[config.mk]
export PLATFORM = sky130hd
export DESIGN_NAME = dshade_iter_flat
export DESIGN_NICKNAME = d
export VERILOG_FILES = /design/src/rtl/dshade_iter_if.sv /design/src/rtl/dshade_iter.sv /design/src/flat_wrapper.sv
export SDC_FILE = /design/constraint.sdc
export NUM_CORES = 1
export LEC_CHECK = 0
export ABC_CLOCK_PERIOD_IN_PS = 3800
export BUFFER_PORTS_ARGS = -buffer_cell sky130_fd_sc_hd__buf_2
export CAP_MARGIN = 10
export CORE_ASPECT_RATIO = 0.75
export CORE_MARGIN = 5
export CORE_UTILIZATION = 55
export CTS_CLUSTER_SIZE = 16
export DETAILED_ROUTE_END_ITERATION = 10
export PLACE_DENSITY = 0.74
export SETUP_SLACK_MARGIN = 0.3
export SLEW_MARGIN = 10
export SYNTH_ARGS = -nofsm -noshare
export SYNTH_HDL_FRONTEND = slang
export SYNTH_SLANG_ARGS = --single-unit
[constraint.sdc]
create_clock -name sys_clk -period 3.8 [get_ports sys_clk]
set_clock_uncertainty 0.15 [all_clocks]
set_input_delay 0 -clock sys_clk [delete_from_list [all_inputs] [get_ports sys_clk]]
set_output_delay 0 -clock sys_clk [all_outputs]
set_load 0.02 [all_outputs]
[src/rtl/dshade_iter_if.sv]
// Port bundle for the Gouraud intensity/Z iterator: GPU register writes,
// step request/ack from the data-control stage, and the output phrase.
interface dshade_iter_if;
    logic        reg_wr;
    logic [3:0]  reg_addr;
    logic [31:0] gpu_din;
    logic        gourd;
    logic        gourz;
    logic [2:0]  daddmode;
    logic        out_ready;
    logic        step_ack;
    logic        out_valid;
    logic [31:0] pix_i;
    logic [63:0] pix_z;

    // Valid/ready: a phrase transfers on any rising edge where out_valid and
    // out_ready are both high; out_valid never drops without a transfer.
    modport master (
        output reg_wr, reg_addr, gpu_din, gourd, gourz, daddmode, out_ready,
        input  step_ack, out_valid, pix_i, pix_z
    );

    modport slave (
        input  reg_wr, reg_addr, gpu_din, gourd, gourz, daddmode, out_ready,
        output step_ack, out_valid, pix_i, pix_z
    );
endinterface

[src/rtl/dshade_iter.sv]
// Gouraud intensity and Z iterator: four-lane accumulators stepped by signed
// phrase increments. Define DSHADE_SAT_EN to build the saturating add modes.
module dshade_iter #(
    parameter int IW = 24,
    parameter int ZW = 32
) (
    input  logic         sys_clk,
    input  logic         resetl,
    dshade_iter_if.slave bus
);
    localparam int LANES = 4;

    logic [IW-1:0] acc_i  [LANES];
    logic [ZW-1:0] acc_z  [LANES];
    logic [IW-1:0] next_i [LANES];
    logic [ZW-1:0] next_z [LANES];
    logic [IW-1:0] iinc;
    logic [ZW-1:0] zinc;
    logic [31:0]   phrase_i;
    logic [63:0]   phrase_z;
    logic          accept;

`ifdef DSHADE_SAT_EN
    logic sat_i;
    logic sat_z;

    // Bit IW of the widened sum is set exactly when the true result left the
    // unsigned range: carry for a positive step, borrow for a negative one.
    function automatic logic [IW-1:0] add_i(input logic [IW-1:0] a,
                                            input logic [IW-1:0] inc,
                                            input logic sat);
        logic [IW:0] s;
        s = {1'b0, a} + {inc[IW-1], inc};
        if (sat && s[IW]) return inc[IW-1] ? '0 : '1;
        return s[IW-1:0];
    endfunction

    function automatic logic [ZW-1:0] add_z(input logic [ZW-1:0] a,
                                            input logic [ZW-1:0] inc,
                                            input logic sat);
        logic [ZW:0] s;
        s = {1'b0, a} + {inc[ZW-1], inc};
        if (sat && s[ZW]) return inc[ZW-1] ? '0 : '1;
        return s[ZW-1:0];
    endfunction

    assign sat_i = (bus.daddmode == 3'd1) || (bus.daddmode == 3'd3);
    assign sat_z = (bus.daddmode == 3'd2) || (bus.daddmode == 3'd3);
`else
    logic unused_daddmode;
    assign unused_daddmode = ^bus.daddmode;
`endif

    assign accept       = resetl & (bus.gourd | bus.gourz) & (~bus.out_valid | bus.out_ready);
    assign bus.step_ack = accept;

    always_comb begin
        phrase_i = '0;
        phrase_z = '0;
        for (int n = 0; n < LANES; n++) begin
`ifdef DSHADE_SAT_EN
            next_i[n] = add_i(acc_i[n], iinc, sat_i);
            next_z[n] = add_z(acc_z[n], zinc, sat_z);
`else
            next_i[n] = acc_i[n] + iinc;
            next_z[n] = acc_z[n] + zinc;
`endif
            phrase_i[8*n +: 8]   = acc_i[n][IW-1 -: 8];
            phrase_z[16*n +: 16] = acc_z[n][ZW-1 -: 16];
        end
    end

    always_ff @(posedge sys_clk) begin
        if (!resetl) begin
            for (int n = 0; n < LANES; n++) begin
                acc_i[n] <= '0;
                acc_z[n] <= '0;
            end
            iinc          <= '0;
            zinc          <= '0;
            bus.out_valid <= 1'b0;
            bus.pix_i     <= '0;
            bus.pix_z     <= '0;
        end else begin
            // The phrase always reflects pre-add, pre-write accumulator values.
            if (accept) begin
                bus.out_valid <= 1'b1;
                bus.pix_i     <= phrase_i;
                bus.pix_z     <= phrase_z;
            end else if (bus.out_ready) begin
                bus.out_valid <= 1'b0;
            end

            // A GPU write to a lane overrides that lane's step add.
            for (int n = 0; n < LANES; n++) begin
                if (bus.reg_wr && bus.reg_addr == 4'(n))
                    acc_i[n] <= bus.gpu_din[IW-1:0];
                else if (accept && bus.gourd)
                    acc_i[n] <= next_i[n];

                if (bus.reg_wr && bus.reg_addr == 4'(8 + n))
                    acc_z[n] <= bus.gpu_din[ZW-1:0];
                else if (accept && bus.gourz)
                    acc_z[n] <= next_z[n];
            end

            if (bus.reg_wr && bus.reg_addr == 4'd4)  iinc <= bus.gpu_din[IW-1:0];
            if (bus.reg_wr && bus.reg_addr == 4'd12) zinc <= bus.gpu_din[ZW-1:0];
        end
    end
endmodule

[src/flat_wrapper.sv]
// flat-port wrapper written by rule: the top's interface ports become plain ports
module dshade_iter_flat 
#(
    parameter int IW = 24,
    parameter int ZW = 32
)
  (sys_clk, resetl, bus_reg_wr, bus_reg_addr, bus_gpu_din, bus_gourd, bus_gourz, bus_daddmode, bus_out_ready, bus_step_ack, bus_out_valid, bus_pix_i, bus_pix_z);
  dshade_iter_if bus_i ();
  input  logic sys_clk;
  input  logic resetl;
  input wire logic [$bits(bus_i.reg_wr)-1:0] bus_reg_wr;
  input wire logic [$bits(bus_i.reg_addr)-1:0] bus_reg_addr;
  input wire logic [$bits(bus_i.gpu_din)-1:0] bus_gpu_din;
  input wire logic [$bits(bus_i.gourd)-1:0] bus_gourd;
  input wire logic [$bits(bus_i.gourz)-1:0] bus_gourz;
  input wire logic [$bits(bus_i.daddmode)-1:0] bus_daddmode;
  input wire logic [$bits(bus_i.out_ready)-1:0] bus_out_ready;
  output wire logic [$bits(bus_i.step_ack)-1:0] bus_step_ack;
  output wire logic [$bits(bus_i.out_valid)-1:0] bus_out_valid;
  output wire logic [$bits(bus_i.pix_i)-1:0] bus_pix_i;
  output wire logic [$bits(bus_i.pix_z)-1:0] bus_pix_z;
  assign bus_i.reg_wr = bus_reg_wr;
  assign bus_i.reg_addr = bus_reg_addr;
  assign bus_i.gpu_din = bus_gpu_din;
  assign bus_i.gourd = bus_gourd;
  assign bus_i.gourz = bus_gourz;
  assign bus_i.daddmode = bus_daddmode;
  assign bus_i.out_ready = bus_out_ready;
  assign bus_step_ack = bus_i.step_ack;
  assign bus_out_valid = bus_i.out_valid;
  assign bus_pix_i = bus_i.pix_i;
  assign bus_pix_z = bus_i.pix_z;
  dshade_iter #(.IW(IW), .ZW(ZW)) u_core (.sys_clk(sys_clk), .resetl(resetl), .bus(bus_i));
endmodule
* Word-level counts from Yosys, hierarchy flattened
Memory sizes are Yosys's and may differ from the RTL's.
Cells that the tools add are included.
** Word-level totals
- Memories :: 2
- RAM bits :: 224
- Bits of input ports :: 45
- Logic and storage cells :: 128
- Bits in registers :: 153
- Output and inout bits :: 98
** Memory list
- u_core.acc_z :: depth 4, width 32, rd ports 4, clocked after Yosys merged registers in 0, wr ports 4, line dshade_iter.sv:14 : logic [ZW-1:0] acc_z [LANES];
- u_core.acc_i :: depth 4, width 24, rd ports 4, clocked after Yosys merged registers in 0, wr ports 4, line dshade_iter.sv:13 : logic [IW-1:0] acc_i [LANES];
** Operators by class
- Multiplexer cells :: 69
- Reductions and logical operators :: 14
- Add/subtract/negate cells :: 8
- Eq/ne operators :: 9
- Bitwise gates (word level) :: 21
** Operators by type and width (count)
- $mux W32 :: 8
- $mux W24 :: 8
- $add A32 B32 Y32 :: 4
- $add A24 B24 Y24 :: 4
- $mux W1 :: 53
- $eq A4 B4 Y1 const B :: 5
- $or A1 B1 Y1 :: 18
- $logic_and A1 B1 Y1 :: 12
- $eq A4 B2 Y1 const B :: 2
- $eq A4 B1 Y1 const B :: 1
- $eq A4 B3 Y1 const B :: 1
- $logic_not A4 Y1 :: 1
- $and A1 B1 Y1 :: 2
- $reduce_bool A2 Y1 :: 1
- $not A1 Y1 :: 1

* Logic depth before layout (Yosys ltp)
Gate-level depths: netlist of run 1.
- Depth in word-level cells :: 9
- Mapped depth :: 12
- Mapped depth without buffers :: 12

* Least setup slack after synthesis of run 1
OpenSTA, ideal clock, no wires.
- Kind :: register -> register
- From :: memory u_core.acc_z[0][0]
- To :: memory u_core.acc_z[0][28], data pin
- Required time :: 3.379 ns
- Buffers on the path :: 0
- Arrival :: 2.687 ns
- Stages on the path, launching flop included :: 12
- Setup time :: 0.271 ns
- Path slack :: 0.691 ns
- Period minus slack after synthesis :: 3.109 ns
- Cells stage by stage :: edfxtp_1 > ha_1 > fa_1 > a211o_1 > o211ai_1 > o2bb2ai_1 > o31ai_4 > a31oi_2 > a21oi_2 > a311oi_1 > xor2_1 > o22ai_1
** RTL lines (line)
- start, declared :: dshade_iter.sv:14

==> results.md, run 1 <==
- Synthesized net count: 3121
- Commonest non-fill, non-tap cells in the layout: nand2_1, a21oi_1, edfxtp_1
- Pint: 7.59 mW
- DRT Wirelength: 80900 microns
- MaxCap Viol Count: 0
- DRC viols: 0
- Via Count: 23300
- Synthesized cell area: 24900 sq um
- Setup violators final: 0
- Initial DRC Count: 2878
- Crit end category: register
- Ys Warns: 0
- Worst hold margin: 0.145 ns
- Async SR Flop Fraction: 0
- Seq cells post-synth: 377
- PortBufs: 139
- Area after DPL: 26300 sq um
- GP Congestion: 0.993
- CTS H-tree depth: 2
- First-pass GRT wire length: 125000 microns
- Period utilisation layout: 0.891
- Status: finished, final reports clean
- Top Family by Delay on Critical Path: compound AO/OA/AOI/OAI gates
- Grt ovf: 0
- Post-route setup TNS: 0 ns
- Post-route non-filler standard cell count: 3645
- Hold Crit Class: in -> reg
- Seq/Total Area, Yosys: 0.393
- Initial antenna violation count: 0
- Worst Path Max Fanout: 5
- Crit path buffers/inverters: 1
- Min Clock Period, post-route: 3.39 ns
- Area of the core: 44800 sq um
- Gate power share: 0.148
- Filler instances: 3792
- Largest net degree at the start of global routing: 75
- Clock Path Buffers: 3
- Power Density: 372 nW/um^2
- Critical-path top delay cell: o31ai_1
- Crit path kind: reg -> reg
- CTS tree: done
- Worst setup margin: 0.413 ns
- Actual slew at the worst max-slew pin: 0.994 ns
- Die X: 256 microns
- Design area: 28400 sq um
- ANT nets after route: 0
- Pre-antenna DRT Iters: 6
- Number of global-route vias before repair: 21900
- FMAX: 295 MHz
- Initial Util: 0.557
- Fraction of layout cells with a size suffix above 1: 0.102
- Post-synth EDFFs: 224
- Leak Pwr: 12.4 nW
- WP data required: 3.92 ns
- Peak supply drop: 352 uV
- Most common cell after layout, fill and taps aside: nand2_1
- Via density: 6.39
- Cts bufs inserted: 41
- Root Buffer: clkbuf_16
- Mean Syn Cell Area: 8.74 sq um
- Clock-pin slew on the worst setup and hold paths: 0.06 ns
- Pre-CTS setup slack: 0.331 ns
- Area grow syn2layout: 13.7%
- GRT Total Usage: 0.310
- Reg power frac: 0.457
- Slowest stage delay, CP: 0.45 ns
- Register area: 9790 sq um
- CP Data Arrival Time: 3.51 ns
- Final hold violations: 0
- Post-DP HPWL: 58700 microns
- Routed wire per std cell: 22.2 microns
- Clk pwr share: 0.396
- Most used DFF post-synth: edfxtp_1
- Unrepaired setup endpoints after global routing: yes
- # IOs: 143
- Psw: 2.94 mW
- CP Launch Type: register
- Die H: 194 microns
- Worst-path cell chain: ha_1 > inv_1 > fa_1 > nor2b_1 > o31ai_1 > a21oi_1 > a21oi_1 > a21oi_1 > a211oi_2 > a21oi_1 > xnor2_1 > o21ai_1
- Nets: 3294
- CTS sink count: 377
- Reg-to-reg setup timing slack: 0.41 ns
- Most used cell, CP: a21oi_1
- Sw frac: 0.279
- Yosys cell types: 83
- Cells after DPL: 3511
- Syn Inst Count: 2852
- Final Max Slew Viols: 0
- Clk_lat worst skew: 0.57 ns
- Rows: 67
- Worst rel slew slack: 0.334
- Die area: 49700 sq um
- Multi-input logic area: 14600 sq um
## sequential cells by signal, indices dropped and copies added, names as in the netlist
| signal | count |
|---|---|
| u_core.iinc | 24 |
| u_core.bus.out_valid | 1 |
| u_core.zinc | 32 |
| u_core.bus.pix_i | 32 |
| u_core.acc_z | 128 |
| u_core.bus.pix_z | 64 |
| u_core.acc_i | 96 |
## power groups by stage
stage | Clock [mW] | Sequential (mW) | Combinational (mW)
detailed placement | 0 | 4.88 | 1.48
floorplan | 0 | 4.93 | 0.924
CTS | 4.20 | 4.80 | 1.53
global placement | 0 | 4.88 | 1.43
finish | 4.17 | 4.81 | 1.56
global route | 4.37 | 4.83 | 1.69
## cell type report
cell class | instances | area share
Multi-Input combinational cell | 2294 | 0.513
Sequential cell | 377 | 0.345
Timing Repair Buffer | 251 | 0.0592
Clock buffer | 63 | 0.0431
Tap cell | 586 | 0.0259
Inverter | 60 | 0.00794
Clock inverter | 13 | 0.00508
Antenna cell | 1 | 0.0000883
## routing by layer
metal,vias up,share of wire,GRT usage
li1,10800,-,-
met1,11100,0.46,0.480
met2,1273,0.40,0.447
met3,166,0.11,0.0528
met4,0,0.030,0.0871
met5,-,0,0
## worst min-delay path, cell delays in order
cell,delay [ns]
buf_2,0.09
nand2b_1,0.20
nand2_1,0.10
or2_4,0.27
nand3_1,0.11
nand2_1,0.06
## cells in the mapped netlist (90+ instances only)
| library cell | instances | area, sq um |
|---|---|---|
| ha_1 | 216 | 2700 |
| xnor2_1 | 94 | 823 |
| o21ai_0 | 170 | 851 |
| a21o_1 | 96 | 721 |
| a21oi_1 | 257 | 1290 |
| clkbuf_1 | 96 | 360 |
| nor2_1 | 96 | 360 |
| dfxtp_1 | 153 | 3060 |
| nand3_1 | 167 | 836 |
| xor2_1 | 90 | 788 |
| nand2_1 | 574 | 2150 |
| edfxtp_1 | 224 | 6730 |
## worst paths after layout
path,start,end,cells after the start
max reg2reg,u_core.iinc[0]$_SDFFE_PN0P_,u_core.acc_i[0][94]$_DFFE_PP_,12
min,bus_out_ready,u_core.bus.pix_z[24]$_SDFFE_PN0N_,6
min reg2reg,u_core.bus.pix_z[23]$_SDFFE_PN0N_,u_core.bus.pix_z[23]$_SDFFE_PN0N_,2
max,u_core.iinc[0]$_SDFFE_PN0P_,u_core.acc_i[0][94]$_DFFE_PP_,12
## per-stage QoR
| step | util | power [mW] |
|---|---|---|
| after floorplan | - | 5.85 |
| after global placement | 0.588 | 6.31 |
| after detailed placement | 0.588 | 6.36 |
| after CTS | 0.631 | 10.5 |
| after global routing | 0.633 | 10.9 |
| final | 0.633 | 10.5 |
## cell families (layout without fill, tap and decap cells)
family | count (synthesis) | in the layout | synth area share
AND/OR/NAND/NOR | 1009 | 1009 | 0.179
AO/OA/AOI/OAI | 874 | 874 | 0.220
flip-flops | 377 | 377 | 0.393
adder cells (fa/ha/maj) | 224 | 224 | 0.115
XOR/XNOR | 184 | 184 | 0.0646
buffers and inverters | 181 | 387 | 0.0277
multiplexers | 3 | 3 | 0.00120
other | 0 | 1 | 0
## timing repair
action | in CTS | in global routing
setup buffers | 0 | 1
resized for setup | 1 | 18
hold buffers | 56 | 0
endpoints found under the hold margin | 342 | 0
pin swaps | 0 | 2
endpoints found under the setup margin | 1 | 23
(Power assumes the default switching activity.)
==> run 2, diff against run 1 <==
--- a/config.mk
+++ b/config.mk
@@ -5,15 +5,15 @@
 export SDC_FILE = /design/constraint.sdc
 export NUM_CORES = 1
 export LEC_CHECK = 0
-export ABC_CLOCK_PERIOD_IN_PS = 3800
+export ABC_CLOCK_PERIOD_IN_PS = 3200
 export BUFFER_PORTS_ARGS = -buffer_cell sky130_fd_sc_hd__buf_2
 export CAP_MARGIN = 10
 export CORE_ASPECT_RATIO = 0.75
 export CORE_MARGIN = 5
-export CORE_UTILIZATION = 55
+export CORE_UTILIZATION = 30
 export CTS_CLUSTER_SIZE = 16
 export DETAILED_ROUTE_END_ITERATION = 10
-export PLACE_DENSITY = 0.74
+export PLACE_DENSITY = 0.46
 export SETUP_SLACK_MARGIN = 0.3
 export SLEW_MARGIN = 10
 export SYNTH_ARGS = -nofsm -noshare
==> constraint.sdc (replaced) <==
create_clock -name sys_clk -period 3.2 [get_ports sys_clk]
set_clock_uncertainty 0.15 [all_clocks]
set_input_delay 0 -clock sys_clk [delete_from_list [all_inputs] [get_ports sys_clk]]
set_output_delay 0 -clock sys_clk [all_outputs]
set_load 0.02 [all_outputs]
==> run 2 against run 1 <==
Net effect: first-iteration DRC count is 32% lower; combinational power increased by 35%; final cell count increased by 20%; largest power group unchanged; global-route usage shrank 11 points; critical path depth stayed put; via count rose by 0.42%; critical path type unchanged; clock-buffer cell count rose by 6; sequential share of layout area decreased by 4.4 points; clock power is 29% higher; total power grew 26%; maximum frequency grew 8.7%; non-clock buffer count increased by 196; critical endpoint is now u_core.acc_z[0][112]$_DFFE_PP_.
==> results.md, run 2 (synthesis results as in run 1) <==
- Largest net degree at the start of global routing: 124 (was 75)
- Status: finished, final reports clean (unchanged)
- # IOs: 143 (unchanged)
- Unrepaired setup endpoints after global routing: yes (unchanged)
- Initial DRC Count: 1967 (was 2878)
- MaxCap Viol Count: 0 (unchanged)
- DRC viols: 0 (unchanged)
- Cts bufs inserted: 47 (was 41)
- Area of the core: 82300 sq um (was 44800 sq um)
- Routed wire per std cell: 21.5 microns (was 22.2 microns)
- Number of global-route vias before repair: 22600 (was 21900)
- Grt ovf: 0 (unchanged)
- Max FFs per register: 128 (unchanged)
- Top reg by flops: u_core.acc_z (unchanged)
- Setup violators final: 0 (unchanged)
- Largest regs: u_core.acc_z x128, u_core.acc_i x96, u_core.bus.pix_z x64 (unchanged)
- Rows: 91 (was 67)
- Commonest non-fill, non-tap cells in the layout: nand2_1, edfxtp_1, a21oi_1 (was nand2_1, a21oi_1, edfxtp_1)
- Pre-antenna DRT Iters: 5 (was 6)
- Fraction of layout cells with a size suffix above 1: 0.234 (was 0.102)
- ANT nets after route: 0 (unchanged)
- Hold Crit Class: in -> reg (unchanged)
- CP Launch Type: register (unchanged)
- Actual slew at the worst max-slew pin: 0.798 ns (was 0.994 ns)
- Post-route setup TNS: 0 ns (unchanged)
- Period utilisation layout: 0.974 (was 0.891)
- Post-DP HPWL: 67600 microns (was 58700 microns)
- GP Congestion: 0.905 (was 0.993)
- Clock-pin slew on the worst setup and hold paths: 0.06 ns (about the same)
- CTS tree: done (unchanged)
- CTS sink count: 377 (unchanged)
- Die H: 260 microns (was 194 microns)
- R2R cell count: 12 (unchanged)
- Final Max Slew Viols: 0 (unchanged)
- Initial Util: 0.303 (was 0.557)
- GRT Total Usage: 0.203 (was 0.310)
- Leak Pwr: 13.7 nW (was 12.4 nW)
- FMAX: 321 MHz (was 295 MHz)
- Clock Path Buffers: 3 (unchanged)
- Initial antenna violation count: 4 (was 0)
- Clk_lat worst skew: 0.60 ns (was 0.57 ns)
- Die X: 343 microns (was 256 microns)
- Filler instances: 8214 (was 3792)
- Die area: 89000 sq um (was 49700 sq um)
- Hold depth: 4 (was 6)
- CP Data Arrival Time: 3.32 ns (was 3.51 ns)
- Most common cell after layout, fill and taps aside: nand2_1 (unchanged)
- Via Count: 23400 (was 23300)
- CTS H-tree depth: 2 (unchanged)
- Crit end category: register (unchanged)
- Power Density: 406 nW/um^2 (was 372 nW/um^2)
- Root Buffer: clkbuf_16 (unchanged)
- Min Clock Period, post-route: 3.12 ns (was 3.39 ns)
- Worst rel slew slack: 0.454 (was 0.334)
- Via density: 5.34 (was 6.39)
- Crit path kind: reg -> reg (unchanged)
- Total Power: 13.2 mW (was 10.5 mW)
- PortBufs: 139 (unchanged)
- Nets: 3496 (was 3294)
- Util after Layout: 0.396 (was 0.633)
- First-pass GRT wire length: 141000 microns (was 125000 microns)
- Peak supply drop: 355 uV (was 352 uV)
- Worst Path Max Fanout: 3 (was 5)
- DRT Wirelength: 94200 microns (was 80900 microns)
- WP data required: 3.41 ns (was 3.92 ns)
- Area grow syn2layout: 30.8% (was 13.7%)
- Final hold violations: 0 (unchanged)
[run 2: cell types whose count changed in the layout (fill, tap and decap cells not counted), moves of 27 or more]
cell     before  now
buf_6         0   41
a21oi_1     253  212
dfxtp_1     152  125
o21ai_0     170  142
buf_4        57  208
ha_1        216  169
ha_4          0   39
[run 2: path summary, 6_finish.rpt]
path	startpoint	end	slack (ns)
min	bus_gpu_din[27]	u_core.zinc[27]$_SDFFE_PN0P_	0.16
max	u_core.acc_z[0][97]$_DFFE_PP_	u_core.acc_z[0][112]$_DFFE_PP_	0.08
max reg2reg	u_core.acc_z[0][97]$_DFFE_PP_	u_core.acc_z[0][112]$_DFFE_PP_	0.08
min reg2reg	u_core.bus.pix_z[16]$_SDFFE_PN0N_	u_core.bus.pix_z[16]$_SDFFE_PN0N_	0.30
[run 2: what timing repair did]
action                                  CTS  global route
buffers inserted                         25            38
gates resized for setup                 198           195
hold buffers                             54             0
endpoints found under the setup margin  101           103
pin swaps                               117           140
hold endpoints to repair                358             0
[run 2: final cells by class]
type	count	area, sq um	area share
clock buffer	69	1370	0.0421
clock inverter	19	164	0.00503
multi-input combinational	2294	16200	0.498
tap	1116	1400	0.0428
antenna	2	5.00	0.000153
sequential	377	9840	0.302
inverter	60	226	0.00694
timing repair buffer	447	3370	0.103
[run 2: per-layer routing]
| metal | GRT usage | wire length (microns) | share of wire |
|---|---|---|---|
| met1 | 0.314 | 47700 | 0.51 |
| met2 | 0.289 | 38300 | 0.41 |
| met3 | 0.0370 | 6060 | 0.064 |
| met4 | 0.0513 | 2230 | 0.024 |
| met5 | 0 | 11 | 0.00012 |
[run 2: critical path, stage by stage (launching register included)]
cell and delay, ns:
edfxtp_1 0.44, buf_6 0.16, fa_2 0.39, a211oi_2 0.22, buf_4 0.16, o21bai_1 0.09
a21oi_2 0.21, nor4_2 0.09, a211oi_2 0.28, o21a_2 0.25, o21bai_1 0.09, xnor2_1 0.13
a22o_1 0.20
[run 2: power by group]
part / switching [mW] / internal, mW / total [mW]
registers: 0.222 / 5.51 / 5.73
clock network: 2.31 / 3.08 / 5.39
logic: 1.34 / 0.764 / 2.11
total: 3.88 / 9.35 / 13.2
[run 2: through the flow]
| stage | std cells | worst slack [ns] | hold slack (ns) | cell area [sq um] |
|---|---|---|---|---|
| floorplan | 2852 | 0.261 | -0.0140 | 25000 |
| global route | 4382 | 0.00836 | 0.151 | 32600 |
| detailed placement | 4177 | -0.228 | 0.155 | 28100 |
| CTS | 4344 | 0.184 | 0.112 | 31400 |
| global placement | 4177 | -0.249 | 0.143 | 28100 |
| finish | 4384 | 0.0840 | 0.156 | 32600 |
